**src/rtl/xif_offload_ctrl_pkg.sv**
```systemverilog
// xif_offload_ctrl_pkg: shared types and constants for the custom-instruction offload controller
//   XIF_ID_WIDTH : default width of the issue/result id tag
//   xif_id_t     : id tag type
//   xif_state_t  : controller states
//   OPCODE_CNTB  : major opcode of the CNTB custom instruction
package xif_offload_ctrl_pkg;
  localparam int XIF_ID_WIDTH = 4;
  localparam logic [6:0] OPCODE_CNTB = 7'b0001011;
  typedef logic [XIF_ID_WIDTH-1:0] xif_id_t;
  typedef enum logic [1:0] {IDLE, ISSUE, WAIT_RES, WB} xif_state_t;
endpackage

```
**src/rtl/xif_offload_ctrl_if.sv**
```systemverilog
// xif_offload_ctrl_if: decode, issue, result, register-file and status signals of the offload controller
//   off_*    : decode-stage instruction handoff and pipeline flush (kill)
//   issue_*  : issue handshake toward the coprocessor
//   result_* : result return from the coprocessor
//   rf_*     : integer register-file write port
//   stall/illegal/done (+ timeout with XIF_OFFLOAD_TIMEOUT_EN) : status toward the pipeline
//   modport master : controller side; modport slave : environment side
interface xif_offload_ctrl_if #(parameter int ID_WIDTH = 4);
  logic off_valid, off_ready, kill;
  logic [31:0] off_instr, off_rs0, off_rs1;
  logic issue_valid, issue_ready, issue_accept, issue_writeback;
  logic [31:0] issue_instr, issue_rs0, issue_rs1;
  logic [ID_WIDTH-1:0] issue_id;
  logic result_valid;
  logic [ID_WIDTH-1:0] result_id;
  logic [31:0] result_data;
  logic [4:0] result_rd;
  logic rf_we;
  logic [4:0] rf_waddr;
  logic [31:0] rf_wdata;
  logic stall, illegal, done;
`ifdef XIF_OFFLOAD_TIMEOUT_EN
  logic timeout;
`endif
  modport master(
    input off_valid, off_instr, off_rs0, off_rs1, kill,
    input issue_ready, issue_accept, issue_writeback,
    input result_valid, result_id, result_data, result_rd,
    output off_ready, issue_valid, issue_instr, issue_rs0, issue_rs1, issue_id,
    output rf_we, rf_waddr, rf_wdata, stall, illegal, done
`ifdef XIF_OFFLOAD_TIMEOUT_EN
    , output timeout
`endif
  );
  modport slave(
    output off_valid, off_instr, off_rs0, off_rs1, kill,
    output issue_ready, issue_accept, issue_writeback,
    output result_valid, result_id, result_data, result_rd,
    input off_ready, issue_valid, issue_instr, issue_rs0, issue_rs1, issue_id,
    input rf_we, rf_waddr, rf_wdata, stall, illegal, done
`ifdef XIF_OFFLOAD_TIMEOUT_EN
    , input timeout
`endif
  );
endinterface

```
**src/rtl/xif_offload_ctrl.sv**
```systemverilog
// xif_offload_ctrl: CPU-side initiator that issues one custom instruction to a coprocessor and writes back its result
//   clk, rst_n : clock, asynchronous active-low reset
//   bus        : xif_offload_ctrl_if.master (decode handoff, issue, result, rf write, stall/illegal/done)
//   XIF_OFFLOAD_TIMEOUT_EN : adds a watchdog (TIMEOUT_CYCLES) and the bus.timeout pulse
module xif_offload_ctrl
  import xif_offload_ctrl_pkg::*;
#(
  parameter int ID_WIDTH = XIF_ID_WIDTH
`ifdef XIF_OFFLOAD_TIMEOUT_EN
  , parameter int TIMEOUT_CYCLES = 64
`endif
) (
  input logic clk,
  input logic rst_n,
  xif_offload_ctrl_if.master bus
);
  xif_state_t st, st_nx;
  logic [31:0] instr, rs0, rs1, data;
  logic [4:0] rd;
  logic [ID_WIDTH-1:0] id, out_id;
  logic killed, off_acc, hs, res_hit, to;
  assign off_acc = st == IDLE && bus.off_valid && !bus.kill;
  assign hs = st == ISSUE && bus.issue_ready;
  // id already advanced at the handshake, so the outstanding request carries id-1
  assign out_id = id - ID_WIDTH'(1);
  assign res_hit = st == WAIT_RES && bus.result_valid && bus.result_id == out_id;
`ifdef XIF_OFFLOAD_TIMEOUT_EN
  localparam int CW = $clog2(TIMEOUT_CYCLES + 1);
  logic [CW-1:0] cnt;
  assign to = (st == ISSUE || st == WAIT_RES) && cnt == CW'(TIMEOUT_CYCLES);
  assign bus.timeout = to;
  always_ff @(posedge clk or negedge rst_n)
    if (!rst_n) cnt <= '0;
    else cnt <= (st_nx != st || !(st == ISSUE || st == WAIT_RES)) ? '0 : cnt + CW'(1);
`else
  assign to = 1'b0;
`endif
  always_comb begin
    st_nx = st;
    case (st)
      IDLE: st_nx = off_acc ? ISSUE : IDLE;
      ISSUE: st_nx = hs ? (bus.issue_accept && bus.issue_writeback ? WAIT_RES : IDLE) : (bus.kill ? IDLE : ISSUE);
      WAIT_RES: st_nx = res_hit ? WB : WAIT_RES;
      default: st_nx = IDLE;
    endcase
    if (to) st_nx = IDLE;
  end
  always_ff @(posedge clk or negedge rst_n)
    if (!rst_n) begin
      st <= IDLE;
      instr <= '0;
      rs0 <= '0;
      rs1 <= '0;
      data <= '0;
      rd <= '0;
      id <= '0;
      killed <= 1'b0;
    end else begin
      st <= st_nx;
      if (off_acc) begin
        instr <= bus.off_instr;
        rs0 <= bus.off_rs0;
        rs1 <= bus.off_rs1;
      end
      if (hs) id <= id + ID_WIDTH'(1);
      if (res_hit) begin
        data <= bus.result_data;
        rd <= bus.result_rd;
      end
      // a flush during (or at the handshake into) WAIT_RES still drains the result but drops the write
      killed <= st == IDLE ? 1'b0 : killed || (bus.kill && (st == WAIT_RES || hs));
    end
  assign bus.off_ready = st == IDLE;
  assign bus.issue_valid = st == ISSUE;
  assign bus.issue_instr = instr;
  assign bus.issue_rs0 = rs0;
  assign bus.issue_rs1 = rs1;
  assign bus.issue_id = id;
  assign bus.rf_we = st == WB && rd != 5'd0 && !killed;
  assign bus.rf_waddr = rd;
  assign bus.rf_wdata = data;
  assign bus.stall = st != IDLE;
  assign bus.illegal = hs && !bus.issue_accept && !to;
  assign bus.done = (hs && bus.issue_accept && !bus.issue_writeback && !to) || st == WB;
endmodule

```
**src/flat_wrapper.sv**
```systemverilog
// flat-port wrapper written by rule: the top's interface ports become plain ports
module xif_offload_ctrl_flat import xif_offload_ctrl_pkg::*;
#(
  parameter int ID_WIDTH = XIF_ID_WIDTH

)
  (clk, rst_n, bus_off_valid, bus_off_instr, bus_off_rs0, bus_off_rs1, bus_kill, bus_issue_ready, bus_issue_accept, bus_issue_writeback, bus_result_valid, bus_result_id, bus_result_data, bus_result_rd, bus_off_ready, bus_issue_valid, bus_issue_instr, bus_issue_rs0, bus_issue_rs1, bus_issue_id, bus_rf_we, bus_rf_waddr, bus_rf_wdata, bus_stall, bus_illegal, bus_done);
  xif_offload_ctrl_if #(.ID_WIDTH(ID_WIDTH)) bus_i ();
  input logic clk;
  input logic rst_n;
  input wire logic [$bits(bus_i.off_valid)-1:0] bus_off_valid;
  input wire logic [$bits(bus_i.off_instr)-1:0] bus_off_instr;
  input wire logic [$bits(bus_i.off_rs0)-1:0] bus_off_rs0;
  input wire logic [$bits(bus_i.off_rs1)-1:0] bus_off_rs1;
  input wire logic [$bits(bus_i.kill)-1:0] bus_kill;
  input wire logic [$bits(bus_i.issue_ready)-1:0] bus_issue_ready;
  input wire logic [$bits(bus_i.issue_accept)-1:0] bus_issue_accept;
  input wire logic [$bits(bus_i.issue_writeback)-1:0] bus_issue_writeback;
  input wire logic [$bits(bus_i.result_valid)-1:0] bus_result_valid;
  input wire logic [$bits(bus_i.result_id)-1:0] bus_result_id;
  input wire logic [$bits(bus_i.result_data)-1:0] bus_result_data;
  input wire logic [$bits(bus_i.result_rd)-1:0] bus_result_rd;
  output wire logic [$bits(bus_i.off_ready)-1:0] bus_off_ready;
  output wire logic [$bits(bus_i.issue_valid)-1:0] bus_issue_valid;
  output wire logic [$bits(bus_i.issue_instr)-1:0] bus_issue_instr;
  output wire logic [$bits(bus_i.issue_rs0)-1:0] bus_issue_rs0;
  output wire logic [$bits(bus_i.issue_rs1)-1:0] bus_issue_rs1;
  output wire logic [$bits(bus_i.issue_id)-1:0] bus_issue_id;
  output wire logic [$bits(bus_i.rf_we)-1:0] bus_rf_we;
  output wire logic [$bits(bus_i.rf_waddr)-1:0] bus_rf_waddr;
  output wire logic [$bits(bus_i.rf_wdata)-1:0] bus_rf_wdata;
  output wire logic [$bits(bus_i.stall)-1:0] bus_stall;
  output wire logic [$bits(bus_i.illegal)-1:0] bus_illegal;
  output wire logic [$bits(bus_i.done)-1:0] bus_done;
  assign bus_i.off_valid = bus_off_valid;
  assign bus_i.off_instr = bus_off_instr;
  assign bus_i.off_rs0 = bus_off_rs0;
  assign bus_i.off_rs1 = bus_off_rs1;
  assign bus_i.kill = bus_kill;
  assign bus_i.issue_ready = bus_issue_ready;
  assign bus_i.issue_accept = bus_issue_accept;
  assign bus_i.issue_writeback = bus_issue_writeback;
  assign bus_i.result_valid = bus_result_valid;
  assign bus_i.result_id = bus_result_id;
  assign bus_i.result_data = bus_result_data;
  assign bus_i.result_rd = bus_result_rd;
  assign bus_off_ready = bus_i.off_ready;
  assign bus_issue_valid = bus_i.issue_valid;
  assign bus_issue_instr = bus_i.issue_instr;
  assign bus_issue_rs0 = bus_i.issue_rs0;
  assign bus_issue_rs1 = bus_i.issue_rs1;
  assign bus_issue_id = bus_i.issue_id;
  assign bus_rf_we = bus_i.rf_we;
  assign bus_rf_waddr = bus_i.rf_waddr;
  assign bus_rf_wdata = bus_i.rf_wdata;
  assign bus_stall = bus_i.stall;
  assign bus_illegal = bus_i.illegal;
  assign bus_done = bus_i.done;
  xif_offload_ctrl #(.ID_WIDTH(ID_WIDTH)) u_core (.clk(clk), .rst_n(rst_n), .bus(bus_i));
endmodule
```
**config.mk**
```make
export PLATFORM = sky130hd
export DESIGN_NAME = xif_offload_ctrl_flat
export DESIGN_NICKNAME = d
export VERILOG_FILES = /design/src/rtl/xif_offload_ctrl_pkg.sv /design/src/rtl/xif_offload_ctrl_if.sv /design/src/rtl/xif_offload_ctrl.sv /design/src/flat_wrapper.sv
export SDC_FILE = /design/constraint.sdc
export NUM_CORES = 1
export LEC_CHECK = 0
export BUFFER_PORTS_ARGS = -buffer_cell sky130_fd_sc_hd__buf_4
export CAP_MARGIN = 15
export CORE_MARGIN = 1.5
export CORE_UTILIZATION = 45
export DETAILED_ROUTE_END_ITERATION = 10
export GPL_TIMING_DRIVEN = 0
export PLACE_DENSITY = 0.82
export SYNTH_ARGS = -nofsm -noshare
export SYNTH_HDL_FRONTEND = slang
export SYNTH_SLANG_ARGS = --single-unit
```
**constraint.sdc**
```tcl
create_clock -name clk -period 4 [get_ports clk]
set_input_delay 0.2 -clock clk [delete_from_list [all_inputs] [get_ports clk]]
set_output_delay 0.2 -clock clk [all_outputs]
set_load 0.005 [all_outputs]
```
==> results of run 1 <==
layout by cell type, fill, tap and decap left out:
cell	count
ha_1	2
buf_6	3
o21ai_0	2
nand2_1	3
nor2b_1	1
mux2_2	115
inv_1	4
mux2_1	19
dlygate4sd3_1	49
clkbuf_16	17
nor2_1	5
buf_2	7
nor3_1	2
clkinvlp_4	1
clkinv_2	1
clkinv_4	2
xor2_1	2
buf_16	1
nor2_2	1
xnor2_1	7
buf_4	292
mux2i_1	1
a21oi_1	1
nor4_2	1
nand3_1	2
nand4_1	1
nand4b_1	1
or4_1	1
inv_2	1
dfrtp_1	140
inv_6	1
bufinv_16	3
o21a_1	1
nor3_2	1
clkbuf_1	1
clkbuf_8	6
or2_2	1
nor3b_2	1
report_power, final:
group          total, uW  internal [uW]  switching [uW]
sequential          2180           1880             294
clock               1670           1080             585
combinational       1670           1080             586
sequential cells by signal, indices dropped and copies added (netlist names):
signal / count
u_core.bus.issue_id: 4
u_core.bus.issue_instr: 32
u_core.bus.issue_rs0: 32
u_core.bus.issue_rs1: 32
u_core.bus.rf_waddr: 5
u_core.bus.rf_wdata: 32
u_core.killed: 1
u_core.st: 2
cell type report:
type                    count  area (sq um)  share of cell area [%]
plain buffers              15           103                    1.15
clock buffers              24           512                    5.75
clock inverters             8           129                    1.45
inverters                   5          18.8                   0.211
multi-input cells         171          1770                    19.9
flip-flops and latches    140          3500                    39.4
well taps                 143           179                    2.01
repair buffers            337          2680                    30.1
worst paths after layout:
kind	startpoint	endpoint	slack, ns	depth (start not counted)
min in group asynchronous	rst_n	u_core.bus.rf_wdata[2]$_DFFE_PN0P_	0.40	2
setup / recovery	u_core.bus.issue_id[0]$_DFFE_PN0P_	u_core.bus.rf_wdata[28]$_DFFE_PN0P_	1.63	8
max in group asynchronous	rst_n	u_core.bus.issue_rs0[0]$_DFFE_PN0P_	2.86	3
setup reg to reg	u_core.bus.issue_id[0]$_DFFE_PN0P_	u_core.bus.rf_wdata[28]$_DFFE_PN0P_	1.63	8
hold / removal	bus_off_rs1[23]	u_core.bus.issue_rs1[23]$_DFFE_PN0P_	0.02	2
hold reg to reg	u_core.bus.rf_wdata[20]$_DFFE_PN0P_	u_core.bus.rf_wdata[20]$_DFFE_PN0P_	0.49	1
kinds of logic (layout without fill, tap and decap cells):
| family | count (synthesis) | in the layout | synth area share, % |
|---|---|---|---|
| AOI/OAI and AO/OA | 4 | 4 | 0.417 |
| xor gates and xnor gates | 9 | 9 | 1.46 |
| adders and majority gates | 2 | 2 | 0.464 |
| buffers and inverters | 20 | 389 | 2.25 |
| DFF | 140 | 140 | 64.9 |
| muxes | 135 | 135 | 28.1 |
| and+or+nand+nor | 21 | 21 | 2.34 |
through the flow:
| stage | util, % | worst slack [ns] |
|---|---|---|
| 2_1_floorplan | - | 1.93 |
| 3_3_place_gp | 66.8 | 1.66 |
| 3_5_place_dp | 67.1 | 1.62 |
| 4_1_cts | 76.9 | 1.59 |
| 5_1_grt | 76.9 | 1.47 |
| 6_report | 76.9 | 1.63 |
timing repair:
item,CTS,global route
setup endpoints to repair,0,0
hold buffers,49,0
endpoints found under the hold margin,127,0
per-layer routing:
| metal | up-vias | global-route usage, % |
|---|---|---|
| li1 | 1868 | - |
| met1 | 1999 | 25.1 |
| met2 | 194 | 47.3 |
| met3 | 43 | 8.26 |
| met4 | 0 | 13.3 |
| met5 | - | 0 |
synthesized netlist by cell type, drive strengths merged:
master  count  area share, %
dfrtp     140             65
mux2      134             28
buf        15            1.9
xnor2       7            1.1
nor2        6           0.46
inv         5           0.35
nand2       3           0.21
nor3        3           0.37
ha          2           0.46
nand3       2           0.19
o21ai       2           0.19
xor2        2           0.32
a21oi       1          0.093
mux2i       1           0.19
nand4       1           0.12
nand4b      1           0.16
nor2b       1           0.12
nor3b       1           0.23
nor4        1           0.23
o21a        1           0.14
or2         1           0.12
or4         1           0.14
worst max-delay path, delay by kind of cell, from the launching register on:
| family | cells | cell delay, ns |
|---|---|---|
| xor gates and xnor gates | 2 | 0.28 |
| adders and majority gates | 1 | 0.21 |
| DFF | 1 | 0.48 |
| and+or+nand+nor | 1 | 0.38 |
| muxes | 1 | 0.33 |
| buffers and inverters | 3 | 0.54 |
==> metrics.md, run 1 <==
| Metric | Value |
|---|---|
| Clk sinks | 140 |
| Port Buf Inserts | 287 |
| Row cnt | 39 |
| Period utilization | 59.2% |
| Initial core utilization | 46.7% |
| Syn-to-layout area delta | 64.8% |
| Layout cells sized above 1 | 65.0% |
| Dpl cells | 762 |
| CTS Root Cell | clkbuf_16 |
| Endpoints failing setup | 0 |
| DP HPWL | 10700 microns |
| Pleak | 0.00441 uW |
| CTS tree | done |
| Max VDD drop | 521 uV |
| Met2 wire length | 8510 microns |
| Highest metal used | met4 |
| Core area | 11600 sq um |
| IO Count | 288 |
| Routed Antenna Nets | 0 |
| Mapped cell area | 5400 sq um |
| Tot Pwr | 5520 uW |
| Unique masters post-synth | 28 |
| Vias/cell | 4.87 |
| Cells after Synth | 331 |
| Crit Path Max Fanout | 10 |
| Violated checks | design-rule violations |
| Filler cells | 655 |
| Post-CTS setup buffer count | 0 |
| WL met3 | 1180 microns |
| Slew Viols, Final | 0 |
| Final Non-Filler Cells | 843 |
| Status | complete, but fails checks |
| Avg Inst Size Synth | 16.3 sq um |
| CTS clock-pin slew for the worst setup and hold paths | 0.06 ns |
| Worst setup SP type | flip-flop |
| WL final | 15600 microns |
| Yosys reg bits | 140 |
| Max cap viols | 0 |
| Setup_tns | 0 ns |
| Crit path cell chain | inv_1 > ha_1 > xnor2_1 > xnor2_1 > nor4_2 > buf_4 > buf_6 > mux2_1 |
| Final instance area | 8890 sq um |
| Hold_ws | 0.0166 ns |
| Pin count of the biggest net entering global routing | 81 |
| Initial antenna violation count | 0 |
| Critical path capture point type | flip-flop |
| Clock Tree Buf Depth | 2 |
| GRT overflow | 0 |
| CP Class | reg2reg |
| Nets | 834 |
| # diodes | 0 |
| Cell Pwr Density | 620 nW/um^2 |
| RePlAce Congestion | 0.773 |
| Min Tclk post-route | 2.37 ns |
| Max frequency | 422 MHz |
| PostCTS Resize Cnt | 0 |
| Wl on met1 | 5340 microns |
| Avg WL per Cell | 18.5 microns |
| Clock skew | 0.00745 ns |
| Data arrival time of the critical path | 2.66 ns |
| Max-slew headroom | 50.6% |
| 1st-iter DRT viols | 242 |
| Die ar. | 12700 sq um |
| Die W | 113 microns |
| Data required, critical path | 4.29 ns |
| Syn Nets | 478 |
| Worst skew pair latency | 0.42 ns |
| GRT Total Usage | 25.4% |
| Die Ht | 113 microns |
| CTS Buf Count | 17 |
| Pre-Repair DR Iteration Count | 9 |
| First-pass GRT wire length | 24200 microns |
| Synth warnings | 0 |
| Crit path top cell by count | xnor2_1 |
| Delay of the slowest critical-path stage | 0.48 ns |
| Seq/Total Area, Yosys | 64.9% |
| DRC violations left | 16 |
| Post-DP Area | 7760 sq um |
| H-tree depth | 4 |
| Slowest CP cell | dfrtp_1 |
| Slew @ Worst Pin | 0.741 ns |
| Tightest Hold Check Type | in2reg |
| RSZ-0062 raised after global routing | false |
| Vias | 4104 |
| Vias in the first global route | 4673 |
| Fin. Hold Viols | 0 |
(Power assumes the default switching activity.)
==> inputs of run 2 (changes only) <==
CORE_UTILIZATION = 40   (was 45)
PLACE_DENSITY = 0.77   (was 0.82)
clock period = 2.05 ns   (was 4 ns; I/O delays follow)
==> metrics.md, run 2 (synthesis gave the netlist of run 1 again) <==
| Metric | Value |
|---|---|
| Die ar. | 14200 sq um |
| Clock skew | 0.00590 ns |
| DRC violations left | 0 |
| Tightest Hold Check Type | in2reg |
| GRT Total Usage | 24.8% |
| Critical path capture point type | flip-flop |
| Violated checks | negative setup slack |
| Max frequency | 461 MHz |
| # diodes | 0 |
| Delay of the slowest critical-path stage | 0.38 ns |
| CTS Buf Count | 17 |
| Endpoints failing setup | 21 |
| Max VDD drop | 688 uV |
| Fin. Hold Viols | 0 |
| Clk sinks | 140 |
| Nets | 933 |
| H-tree depth | 4 |
| CTS tree | done |
| CP delay by family, top | buffers and inverters |
| Slew @ Worst Pin | 0.604 ns |
| Most frequent cells in the layout | buf_4 (300), dfrtp_1 (138), dlygate4sd3_1 (137) |
| Crit Path Max Fanout | 5 |
| Setup ws final | -0.120 ns |
| Avg WL per Cell | 18.7 microns |
| Pre-Repair DR Iteration Count | 4 |
| Worst reg2reg setup slack | -0.12 ns |
| Clock Tree Buf Depth | 2 |
| Period utilization | 106% |
| Syn-to-layout area delta | 85.5% |
| Max-slew headroom | 59.7% |
| Pin count of the biggest net entering global routing | 77 |
| Data required, critical path | 2.34 ns |
| CP Buf/Inv Count | 4 |
| First-pass GRT wire length | 26800 microns |
| IO Count | 288 |
| GRT overflow | 0 |
| RePlAce Congestion | 0.755 |
| WL final | 18300 microns |
| Min Tclk post-route | 2.17 ns |
| CP Class | reg2reg |
| Worst setup SP type | flip-flop |
| Slew Viols, Final | 0 |
| Vias in the first global route | 5131 |
| Pleak | 0.00483 uW |
| Max cap viols | 0 |
| Tot Pwr | 10900 uW |
| Vias/cell | 4.76 |
| Slowest CP cell | dfrtp_2 |
| 1st-iter DRT viols | 180 |
| Core area | 13200 sq um |
| Row cnt | 42 |
| Die W | 119 microns |
| Vias | 4644 |
| CTS clock-pin slew for the worst setup and hold paths | 0.06 ns |
| Layout cells sized above 1 | 61.2% |
| DP HPWL | 10400 microns |
| Initial antenna violation count | 0 |
| Worst skew pair latency | 0.41 ns |
| Crit path cell chain | inv_2 > ha_4 > xnor2_2 > xnor2_1 > nor4_2 > buf_4 > buf_6 > clkbuf_16 > mux2_4 |
| Status | complete, but fails checks |
| Data arrival time of the critical path | 2.46 ns |
| RSZ-0062 raised after global routing | true |
| Cell Pwr Density | 1090 nW/um^2 |
| Hold_ws | 0.0363 ns |
| Port Buf Inserts | 287 |
| CTS Root Cell | clkbuf_16 |
| Routed Antenna Nets | 0 |
| Initial core utilization | 40.9% |
| Commonest non-fill, non-tap cell in the layout | buf_4 |
| Die Ht | 119 microns |
-- run 2: cell types whose count changed in the layout (fill, tap and decap cells not counted), sizes merged --
| cell | delta |
|---|---|
| clkinv | +2 |
| inv | -1 |
| buf | +6 |
| clkbuf | +3 |
| bufinv | -2 |
| clkinvlp | +3 |
| dlygate4sd3 | +88 |
-- run 2: final timing paths --
path | startpoint | end | cells past startpoint
max | u_core.bus.issue_id[1]$_DFFE_PN0P_ | u_core.bus.rf_wdata[24]$_DFFE_PN0P_ | 9
min | bus_issue_ready | u_core.bus.issue_id[2]$_DFFE_PN0P_ | 3
max reg2reg | u_core.bus.issue_id[1]$_DFFE_PN0P_ | u_core.bus.rf_wdata[24]$_DFFE_PN0P_ | 9
min reg2reg | u_core.bus.issue_rs0[2]$_DFFE_PN0P_ | u_core.bus.issue_rs0[2]$_DFFE_PN0P_ | 1
max in group asynchronous | rst_n | u_core.bus.issue_rs1[17]$_DFFE_PN0P_ | 3
min in group asynchronous | rst_n | u_core.bus.rf_wdata[29]$_DFFE_PN0P_ | 2
-- run 2: repair_timing --
action                                  4_1_cts  5_1_grt
gates cloned                                  0        1
gates resized for setup                       2       45
pin swaps                                     2        3
buffers inserted                              4        7
hold buffers                                137        0
endpoints found under the setup margin      133       62
hold endpoints to repair                    199        0
-- run 2: report_power, final --
group / internal (uW) / leakage (uW) / total (uW) / switching (uW)
Sequential: 3680 / 0.00172 / 4290 / 611
Combinational: 2370 / 0.00284 / 3640 / 1270
Clock: 1820 / 0.000280 / 2950 / 1120
Total: 7870 / 0.00483 / 10900 / 3010
-- run 2: layout make-up --
| class | instances | area [sq um] |
|---|---|---|
| flip-flops and latches | 140 | 3510 |
| repair buffers | 437 | 3680 |
| clock inverters | 10 | 88.8 |
| clock buffers | 22 | 494 |
| well taps | 176 | 220 |
| inverters | 5 | 18.8 |
| plain buffers | 14 | 126 |
| fillers | 750 | 3180 |
| multi-input cells | 171 | 1870 |
-- run 2: worst register-to-register path: cells and delay by family, from the launching register on --
kind                       cells  cell delay (ns)
and+or+nand+nor                1             0.37
xor gates and xnor gates       2             0.27
muxes                          1             0.31
adders and majority gates      1             0.15
buffers and inverters          4             0.57
DFF                            1             0.38
-- run 2: metal layers --
layer	track usage, %	vias to the layer above	part of all wire (%)
met5	0	-	0
met4	11.7	0	3.4
met3	6.51	51	6.3
met2	46.2	217	54
met1	25.7	2304	36
li1	-	2072	-
-- run 2: metrics by stage --
step	setup slack [ns]	instance area, sq um	setup TNS, ns	utilization (%)	std cells
floorplan	0.0395	5400	0	-	331
global placement	-0.187	7770	-12.45	58.9	794
detailed placement	-0.237	7800	-16.25	59.2	795
CTS	0.0505	9800	0	74.3	968
global route	-0.171	10000	-3.20	75.9	975
finish	-0.120	10000	-1.69	75.9	975
==> inputs of run 3 (changes only) <==
CORE_UTILIZATION = 45   (was 40)
PLACE_DENSITY = unset   (was 0.77)
PLACE_DENSITY_LB_ADDON = 0.12   (was unset)
clock period = 2.8 ns   (was 2.05 ns; I/O delays follow)
==> metrics.md, run 3 (synthesis gave the netlist of run 1 again) <==
| Metric | Value |
|---|---|
| WL final | 17900 microns |
| Dpl cells | 762 |
| RePlAce Congestion | 0.812 |
| Final instance area | 9610 sq um |
| Layout cells sized above 1 | 57.0% |
| Setup_tns | 0 ns |
| CP Class | reg2reg |
| Final core occ | 83.1% |
| Post-CTS setup buffer count | 0 |
| Slew Viols, Final | 0 |
| RSZ-0062 raised after global routing | false |
| Crit Path Max Fanout | 10 |
| H-tree depth | 4 |
| Slew @ Worst Pin | 0.570 ns |
| Fin. Hold Viols | 0 |
| Most frequent cells in the layout | buf_4 (292), dfrtp_1 (140), dlygate4sd3_1 (135) |
| R2R depth | 8 |
| PostCTS Resize Cnt | 0 |
| Initial core utilization | 46.7% |
| Max cap viols | 0 |
| GRT overflow | 0 |
| R2R Path Start | u_core.bus.issue_id[0]$_DFFE_PN0P_ |
| Data required, critical path | 3.09 ns |
| Row cnt | 39 |
| CTS Buf Count | 17 |
| Worst hold stages | 3 |
| Vias in the first global route | 5255 |
| Die Ht | 113 microns |
| Violated checks | design-rule violations |
| Max VDD drop | 641 uV |
| Vias | 4547 |
| Period utilization | 82.4% |
| Initial antenna violation count | 1 |
| First-pass GRT wire length | 27800 microns |
| CTS clock-pin slew for the worst setup and hold paths | 0.05 ns |
| Syn-to-layout area delta | 78.1% |
| Cts hold-fix bufs | 135 |
| Hold wc startpoint | bus_issue_writeback |
| Max-slew headroom | 61.8% |
| IO Count | 288 |
| CTS tree | done |
| Worst setup SP type | flip-flop |
| Critical path capture point type | flip-flop |
| Avg WL per Cell | 19.3 microns |
| Min Tclk post-route | 2.31 ns |
| Reg-to-Reg End | u_core.bus.rf_wdata[29]$_DFFE_PN0P_ |
| Die ar. | 12700 sq um |
| Clk sinks | 140 |
| Die W | 113 microns |
| 1st-iter DRT viols | 255 |
| Port Buf Inserts | 287 |
| Max frequency | 433 MHz |
| Status | complete, but fails checks |
| Post-DP Area | 7760 sq um |
| Endpoints failing setup | 0 |
| Nets | 920 |
| Vias/cell | 4.91 |
| DRC violations left | 20 |
| Pin count of the biggest net entering global routing | 105 |
| Worst skew pair latency | 0.43 ns |
| Cell Pwr Density | 793 nW/um^2 |
| Clock Tree Buf Depth | 2 |
| DP HPWL | 10700 microns |
| Commonest non-fill, non-tap cell in the layout | buf_4 |
| Tot Pwr | 7620 uW |
| Final Non-Filler Cells | 927 |
| Pleak | 0.00470 uW |
| WHS Endpoint | u_core.st[1]$_DFF_PN0_ |
| Clock skew | 0.0140 ns |
| Filler cells | 573 |
| CTS Root Cell | clkbuf_16 |
| Data arrival time of the critical path | 2.60 ns |
| Worst reg2reg setup slack | 0.49 ns |
| Tightest Hold Check Type | in2reg |
| Pre-Repair DR Iteration Count | 8 |
| Routed Antenna Nets | 0 |
| Core area | 11600 sq um |
| GRT Total Usage | 29.2% |
==> run 3: layout make-up <==
class | count | area (sq um) | area share [%]
Timing Repair Buffer | 423 | 3540 | 36.8
Clock buffer | 26 | 479 | 4.99
Multi-Input combinational cell | 171 | 1770 | 18.4
Clock inverter | 3 | 15.0 | 0.156
Sequential cell | 140 | 3500 | 36.5
Antenna cell | 1 | 2.50 | 0.0260
Inverter | 5 | 18.8 | 0.195
Buffer | 15 | 103 | 1.07
Tap cell | 143 | 179 | 1.86
==> run 3: through the flow <==
step,hold slack [ns],setup slack [ns]
6_report,0.0211,0.492
4_1_cts,0.0102,0.470
3_5_place_dp,0.0663,0.487
5_1_grt,0.0190,0.275
3_3_place_gp,0.360,0.548
2_1_floorplan,-0.156,0.730
==> run 3: worst max-delay path by stage <==
stage | slack [ns] | end | startpoint | cells after the start
floorplan | 0.73 | u_core.bus.rf_wdata[18]$_DFFE_PN0P_ | u_core.bus.issue_id[0]$_DFFE_PN0P_ | 8
global placement | 0.55 | u_core.bus.rf_waddr[2]$_DFFE_PN0P_ | u_core.bus.issue_id[0]$_DFFE_PN0P_ | 8
detailed placement | 0.49 | u_core.bus.rf_waddr[4]$_DFFE_PN0P_ | u_core.bus.issue_id[0]$_DFFE_PN0P_ | 8
CTS | 0.47 | u_core.bus.rf_waddr[4]$_DFFE_PN0P_ | u_core.bus.issue_id[0]$_DFFE_PN0P_ | 8
global route | 0.27 | u_core.bus.rf_wdata[29]$_DFFE_PN0P_ | u_core.bus.issue_id[0]$_DFFE_PN0P_ | 8
finish | 0.49 | u_core.bus.rf_wdata[29]$_DFFE_PN0P_ | u_core.bus.issue_id[0]$_DFFE_PN0P_ | 8
==> run 3: report_power, final <==
part	internal [uW]	leakage (uW)	switching, uW
logic	1630	0.00274	889
registers	2690	0.00172	455
clock network	1160	0.000244	802
==> run 3: routing by layer <==
layer | up-vias | GRT usage [%] | share of wire (%)
met2 | 225 | 53.9 | 54
met5 | - | 0 | 0
met4 | 0 | 12.7 | 2.9
met1 | 2243 | 31.0 | 36
met3 | 41 | 8.48 | 6.8
li1 | 2038 | - | -
==> run 3: worst max-delay path: stages (launching register included) <==
cell and delay, ns:
dfrtp_1 0.51, inv_1 0.08, ha_1 0.21, xnor2_1 0.20, xnor2_1 0.10, nor4_2 0.30
buf_4 0.25, buf_6 0.18, mux2_1 0.35
